**config.mk**
```make
export PLATFORM = sky130hd
export DESIGN_NAME = pio_latch_scheduler
export DESIGN_NICKNAME = d
export VERILOG_FILES = /design/src/rtl/lvda_pio_pkg.sv /design/src/rtl/rr_arbiter2.sv /design/src/rtl/pio_latch_scheduler.sv
export SDC_FILE = /design/constraint.sdc
export NUM_CORES = 1
export LEC_CHECK = 0
export ABC_AREA = 1
export CAP_MARGIN = 15
export CORE_MARGIN = 3
export CORE_UTILIZATION = 42
export DETAILED_ROUTE_END_ITERATION = 10
export PLACE_DENSITY_LB_ADDON = 0.3
export SYNTH_ARGS = -nofsm -noshare
export SYNTH_HDL_FRONTEND = slang
export SYNTH_SLANG_ARGS = --single-unit
```
**constraint.sdc**
```tcl
create_clock -name SIM_CLK -period 1.3 [get_ports SIM_CLK]
set_input_delay 0.325 -clock SIM_CLK [delete_from_list [all_inputs] [get_ports SIM_CLK]]
set_output_delay 0.325 -clock SIM_CLK [all_outputs]
set_load 0.02 [all_outputs]
```
**src/rtl/lvda_pio_pkg.sv**
```systemverilog
// Shared definitions for the LVDA discrete-latch PIO/DCS scheduler.
package lvda_pio_pkg;

    localparam int unsigned ADDR_W_DEF  = 5;
    localparam int unsigned PULSE_W_DEF = 4;

    typedef enum logic [1:0] {
        ST_IDLE = 2'd0,
        ST_ARM  = 2'd1,
        ST_HOLD = 2'd2,
        ST_DONE = 2'd3
    } pio_state_e;

    // Latch addresses, bit0 = A3 ... bit4 = A7
    localparam logic [4:0] LATCH_EMA  = 5'b00100;
    localparam logic [4:0] LATCH_SSDO = 5'b01010;
    localparam logic [4:0] LATCH_CODE = 5'b01101;
    localparam logic [4:0] LATCH_MODA = 5'b00001;

endpackage

```
**src/rtl/rr_arbiter2.sv**
```systemverilog
// Two-way round-robin arbiter: on a tie the requester not granted last wins.
module rr_arbiter2 (
    input  logic       REQ0,
    input  logic       REQ1,
    input  logic       LAST_GNT,
    input  logic       ENABLE,
    output logic [1:0] GNT
);

    always_comb begin
        GNT = '0;
        if (ENABLE) begin
            if (REQ0 && REQ1) begin
                GNT = LAST_GNT ? 2'b01 : 2'b10;
            end else if (REQ0) begin
                GNT = 2'b01;
            end else if (REQ1) begin
                GNT = 2'b10;
            end
        end
    end

endmodule

```
**src/rtl/pio_latch_scheduler.sv**
```systemverilog
// Shares the LVDA latch address decode between the PIO (req0) and DCS (req1) paths:
// set strobe in W8, optional auto-clear strobe in a later Y8 after DUR W8 phases.
module pio_latch_scheduler
    import lvda_pio_pkg::*;
#(
    parameter int unsigned ADDR_W  = ADDR_W_DEF,
    parameter int unsigned PULSE_W = PULSE_W_DEF
) (
    input  logic               SIM_CLK,
    input  logic               SIM_RST,
    input  logic               W8,
    input  logic               Y8,
    input  logic               REQ0,
    input  logic [ADDR_W-1:0]  ADDR0,
    input  logic               PULSE0,
    input  logic [PULSE_W-1:0] DUR0,
    input  logic               REQ1,
    input  logic [ADDR_W-1:0]  ADDR1,
    input  logic               PULSE1,
    input  logic [PULSE_W-1:0] DUR1,
    output logic               ACK0,
    output logic               ACK1,
    output logic               ADV,
    output logic [ADDR_W-1:0]  A_DV,
    output logic               SET_STB,
    output logic               CLR_STB,
    output logic               BUSY,
    output logic               LAST_GNT
);

    pio_state_e         state_q, state_d;
    logic [ADDR_W-1:0]  addr_q, addr_d;
    logic               pulse_q, pulse_d;
    logic [PULSE_W-1:0] dur_q, dur_d;
    logic [PULSE_W-1:0] cnt_q, cnt_d;
    logic               gid_q, gid_d;
    logic               rr_last_q, rr_last_d;
    logic               last_gnt_q, last_gnt_d;
    logic               ack0_q, ack0_d;
    logic               ack1_q, ack1_d;
    logic [1:0]         gnt;

    // rr_last_q resets to 1 so the first tie goes to req0, while the visible
    // LAST_GNT output still reads 0 until a grant happens.
    rr_arbiter2 u_arb (
        .REQ0     (REQ0),
        .REQ1     (REQ1),
        .LAST_GNT (rr_last_q),
        .ENABLE   (state_q == ST_IDLE),
        .GNT      (gnt)
    );

    always_comb begin
        state_d    = state_q;
        addr_d     = addr_q;
        pulse_d    = pulse_q;
        dur_d      = dur_q;
        cnt_d      = cnt_q;
        gid_d      = gid_q;
        rr_last_d  = rr_last_q;
        last_gnt_d = last_gnt_q;
        ack0_d     = 1'b0;
        ack1_d     = 1'b0;
        case (state_q)
            ST_IDLE: begin
                if (gnt[0] || gnt[1]) begin
                    gid_d      = gnt[1];
                    addr_d     = gnt[1] ? ADDR1 : ADDR0;
                    pulse_d    = gnt[1] ? PULSE1 : PULSE0;
                    dur_d      = gnt[1] ? DUR1 : DUR0;
                    rr_last_d  = gnt[1];
                    last_gnt_d = gnt[1];
                    state_d    = ST_ARM;
                end
            end
            ST_ARM: begin
                if (W8) begin
                    if (pulse_q) begin
                        state_d = ST_HOLD;
                        cnt_d   = dur_q;
                    end else begin
                        state_d = ST_DONE;
                        ack0_d  = ~gid_q;
                        ack1_d  = gid_q;
                    end
                end
            end
            ST_HOLD: begin
                // The clear has priority over a coincident W8; cnt never wraps.
                if (cnt_q == '0) begin
                    if (Y8) begin
                        state_d = ST_DONE;
                        ack0_d  = ~gid_q;
                        ack1_d  = gid_q;
                    end
                end else if (W8) begin
                    cnt_d = cnt_q - PULSE_W'(1);
                end
            end
            default: state_d = ST_IDLE;
        endcase
    end

    always_ff @(posedge SIM_CLK or negedge SIM_RST) begin
        if (!SIM_RST) begin
            state_q    <= ST_IDLE;
            addr_q     <= '0;
            pulse_q    <= 1'b0;
            dur_q      <= '0;
            cnt_q      <= '0;
            gid_q      <= 1'b0;
            rr_last_q  <= 1'b1;
            last_gnt_q <= 1'b0;
            ack0_q     <= 1'b0;
            ack1_q     <= 1'b0;
        end else begin
            state_q    <= state_d;
            addr_q     <= addr_d;
            pulse_q    <= pulse_d;
            dur_q      <= dur_d;
            cnt_q      <= cnt_d;
            gid_q      <= gid_d;
            rr_last_q  <= rr_last_d;
            last_gnt_q <= last_gnt_d;
            ack0_q     <= ack0_d;
            ack1_q     <= ack1_d;
        end
    end

    assign ADV      = (state_q != ST_IDLE);
    assign BUSY     = (state_q != ST_IDLE);
    assign A_DV     = ADV ? addr_q : '0;
    assign SET_STB  = (state_q == ST_ARM) && W8;
    assign CLR_STB  = (state_q == ST_HOLD) && (cnt_q == '0) && Y8;
    assign ACK0     = ack0_q;
    assign ACK1     = ack1_q;
    assign LAST_GNT = last_gnt_q;

endmodule

```
==> impl_metrics.csv, run 1 <==
group,metric,value,unit
cells_and_area,diodes,0,
global_route,antenna_found_initial,0,
sta,skew,2.58,ps
synthesis,synthFlopType,"dfrtp_1",
global_route,track_usage,18.4,%
critical_path,rrSetupSlack,-310,ps
critical_path,worst_setup_path_start_kind,"flop",
sta,final-max-slew-violation-count,0,
die,core.rowCount,19,
cells_and_area,final_area,2050,um^2
clock_network,cts_max_level,1,
global_route,grt_overflow,0,
pwr,max-vdd-ir-drop,0.000861,V
global_route,grt_max_degree,21,
critical_path,crit_required,980,ps
critical_path,worst-setup-path-type,"reg2out",
synthesis,synth-adder-area-share,5.96,%
pwr,p_leak,1.05,nW
pwr,totalPowerFinal,4.59,mW
critical_path,crit-reg2reg-launch,"state_q[1]",
critical_path,cp_max_fo,5,
placement,gp_congestion,0.828,
synthesis,ys_types,23,
cells_and_area,fillCellCount,216,
synthesis,synthSimpleGateAreaFrac,32.1,%
global_route,first_global_vias,1256,
sta,setup_viol,29,
critical_path,arrival,1350,ps
die,coreArea,2810,um^2
route,num_vias,1339,
route,drt_wl_total,3.47,mm
clock_network,clkSinkCount,20,
global_route,use_met3,3.83,%
die,dieArea,3690,um^2
global_route,gr-usage-met1,19.6,%
critical_path,endpoint_kind,"primary output",
route,drtPass1Iterations,4,
global_route,grt_busiest_layer,"met2",
clock_network,cts_tree,"built",
route,drt-vias-per-instance,4.98,
synthesis,synth_compound_area_share,8.85,%
pwr,p_per_area,2240,nW/um^2
synthesis,seq_area_frac_synth,39.9,%
route,wire_per_inst,12.9,um
die,ios,38,
clock_network,clockRootBuffer,"clkbuf_4",
route,drt_iter0_drc,33,
clock_network,holdBufCountCts,0,
critical_path,rr_worst_depth,8,
placement,place_ws,-679,ps
clock_network,clockBufferDepth,2,
route,drc,0,
sta,layout_min_cycle_time,1680,ps
run_status,outcome,"finished with violations",
synthesis,netlist_instances,179,
critical_path,rr_endpoint,"addr_q[4]",
die,die_h,60.7,um
placement,port-buffer-count,37,
die,initial_core_util,44.9,%
sta,fin_crit_sh,129,%
global_route,gr-usage-met2,33.6,%
sta,setup_ws,-376,ps
synthesis,ys_ff_latch,20,
synthesis,synth_xor_xnor_area_share,0,%
synthesis,avgSynthCellArea,7.03,um^2
synthesis,synth_nets,211,
synthesis,synth_top_family_by_area,"simple AND/OR/NAND/NOR gates",
worst_hold_path,hp-class,"in2async",
synthesis,muxShareOfSynthArea,0.795,%
placement,post_dp_cell_area,1830,um^2
global_route,grt_pass1_wl,5.02,mm
synthesis,yosys_warnings,0,
placement,dp_hpwl,2.35,mm
sta,maxSlewHeadroom,84.8,%
sta,tightestPinTransition,227,ps
synthesis,synth_edf_count,0,
cells_and_area,syn2layout_area_growth,62.5,%
clock_network,clkSlewWorstSetupHoldPaths,110,ps
synthesis,synth_async_sr_flop_share,100,%
clock_network,clk_latency,310,ps
sta,max_freq,597,MHz
sta,rsz0062_at_grt,"yes",
run,cap_violations,0,
die,fp.dieW,60.7,um
route,drtAntennaViolNets,0,
sta,holdWs,346,ps
critical_path,startpoint,"cnt_q[0]",
cells_and_area,num-nets-final,271,
sta,hold_viol,0,
run_status,violations,"setup timing",
clock_network,cts_buffers,3,
cells_and_area,post_route_cells_drive_above_1_share,31.5,%
synthesis,netlist_area,1260,um^2
sta,final.setup.tns,-7810,ps
## logic make-up after synthesis
| kind of cell | after synthesis |
|---|---|
| and+or+nand+nor | 95 |
| adders and majority gates | 6 |
| AOI/OAI and AO/OA | 21 |
| DFF | 20 |
| buffers and inverters | 36 |
| muxes | 1 |
## layout make-up
cell class	instances	area, um^2	area share (%)
Multi-Input combinational cell	123	766	37.4
Timing Repair Buffer	61	596	29.1
Sequential cell	20	502	24.5
Inverter	30	118	5.75
Tap cell	31	38.8	1.90
Clock buffer	4	26.3	1.28
## worst max path at each step
stage | end | slack (ps) | depth (start not counted)
final | CLR_STB | -380 | 5
after global routing | CLR_STB | -450 | 5
after CTS | CLR_STB | -360 | 5
after detailed placement | CLR_STB | -680 | 4
after global placement | CLR_STB | -660 | 4
after floorplan | addr_q[0] | -10 | 8
## synthesized netlist by cell type, types with 2 or more instances
| cell type | count | share of area (%) |
|---|---|---|
| dfrtp_1 | 19 | 38 |
| o21ai_0 | 9 | 3.6 |
| inv_1 | 29 | 8.6 |
| o21ai_1 | 10 | 4.0 |
| nand3_1 | 7 | 2.8 |
| buf_4 | 3 | 1.8 |
| nand4_1 | 3 | 1.5 |
| nand2_1 | 66 | 20 |
| buf_2 | 2 | 0.80 |
| ha_1 | 6 | 6.0 |
| nor2_1 | 13 | 3.9 |
## report_power, final
group	internal, mW	total [mW]	switching (mW)
logic	1.49	3.20	1.71
clock network	0.120	0.320	0.200
registers	0.904	1.07	0.163
total	2.52	4.59	2.07
## flip-flops by register name (all words and copies together) (netlist names)
register	flops
ACK0	1
ACK1	1
LAST_GNT	1
addr_q	5
cnt_q	4
dur_q	4
pulse_q	1
rr_last_q	1
state_q	2
## stage by stage
step | std cells | util, %
after floorplan | 179 | -
after global placement | 257 | 65.1
after detailed placement | 257 | 65.1
after CTS | 266 | 70.5
after global routing | 269 | 72.9
final | 269 | 72.9
## critical path: stages, from the launching register on
cell and delay [ps]:
dfrtp_1 410, inv_2 100, ha_4 160, nand3_2 110, nor2_4 120, buf_4 150
## layout by cell type (no fill, tap or decap), types with 3 or more instances in the layout
cell | netlist | final
buf_12 | 0 | 3
nand3_1 | 7 | 3
o21ai_1 | 10 | 11
clkdlybuf4s50_1 | 0 | 25
buf_6 | 1 | 12
nand2_1 | 66 | 61
inv_2 | 1 | 5
nor2_2 | 1 | 5
clkbuf_4 | 0 | 3
o21ai_0 | 9 | 6
nor2_4 | 0 | 3
inv_1 | 29 | 24
nand3_4 | 1 | 4
ha_4 | 0 | 4
nand2_2 | 1 | 4
dfrtp_1 | 19 | 19
nand4_1 | 3 | 3
buf_4 | 3 | 18
nor2_1 | 13 | 6
## metal layers
metal / share of wire, % / routed length, um
met1: 39 / 1360
met3: 5.4 / 186
met4: 2.4 / 83
met5: 0 / 0
met2: 53 / 1830
## what timing repair did
action                                  CTS  global route
endpoints found under the setup margin   32            32
gates resized for setup                  77            21
setup buffers                             5             2
cloned                                    0             1
pin swaps                                 3             3
Note: power is estimated with default switching activity, not from simulation.
==> run 2, diff against run 1 <==
--- a/config.mk
+++ b/config.mk
@@ -6,7 +6,6 @@
 export NUM_CORES = 1
 export LEC_CHECK = 0
 export ABC_AREA = 1
-export CAP_MARGIN = 15
 export CORE_MARGIN = 3
 export CORE_UTILIZATION = 42
 export DETAILED_ROUTE_END_ITERATION = 10
==> results of run 2 <==
Final layout, timing and power as in run 1 (identical DEF).
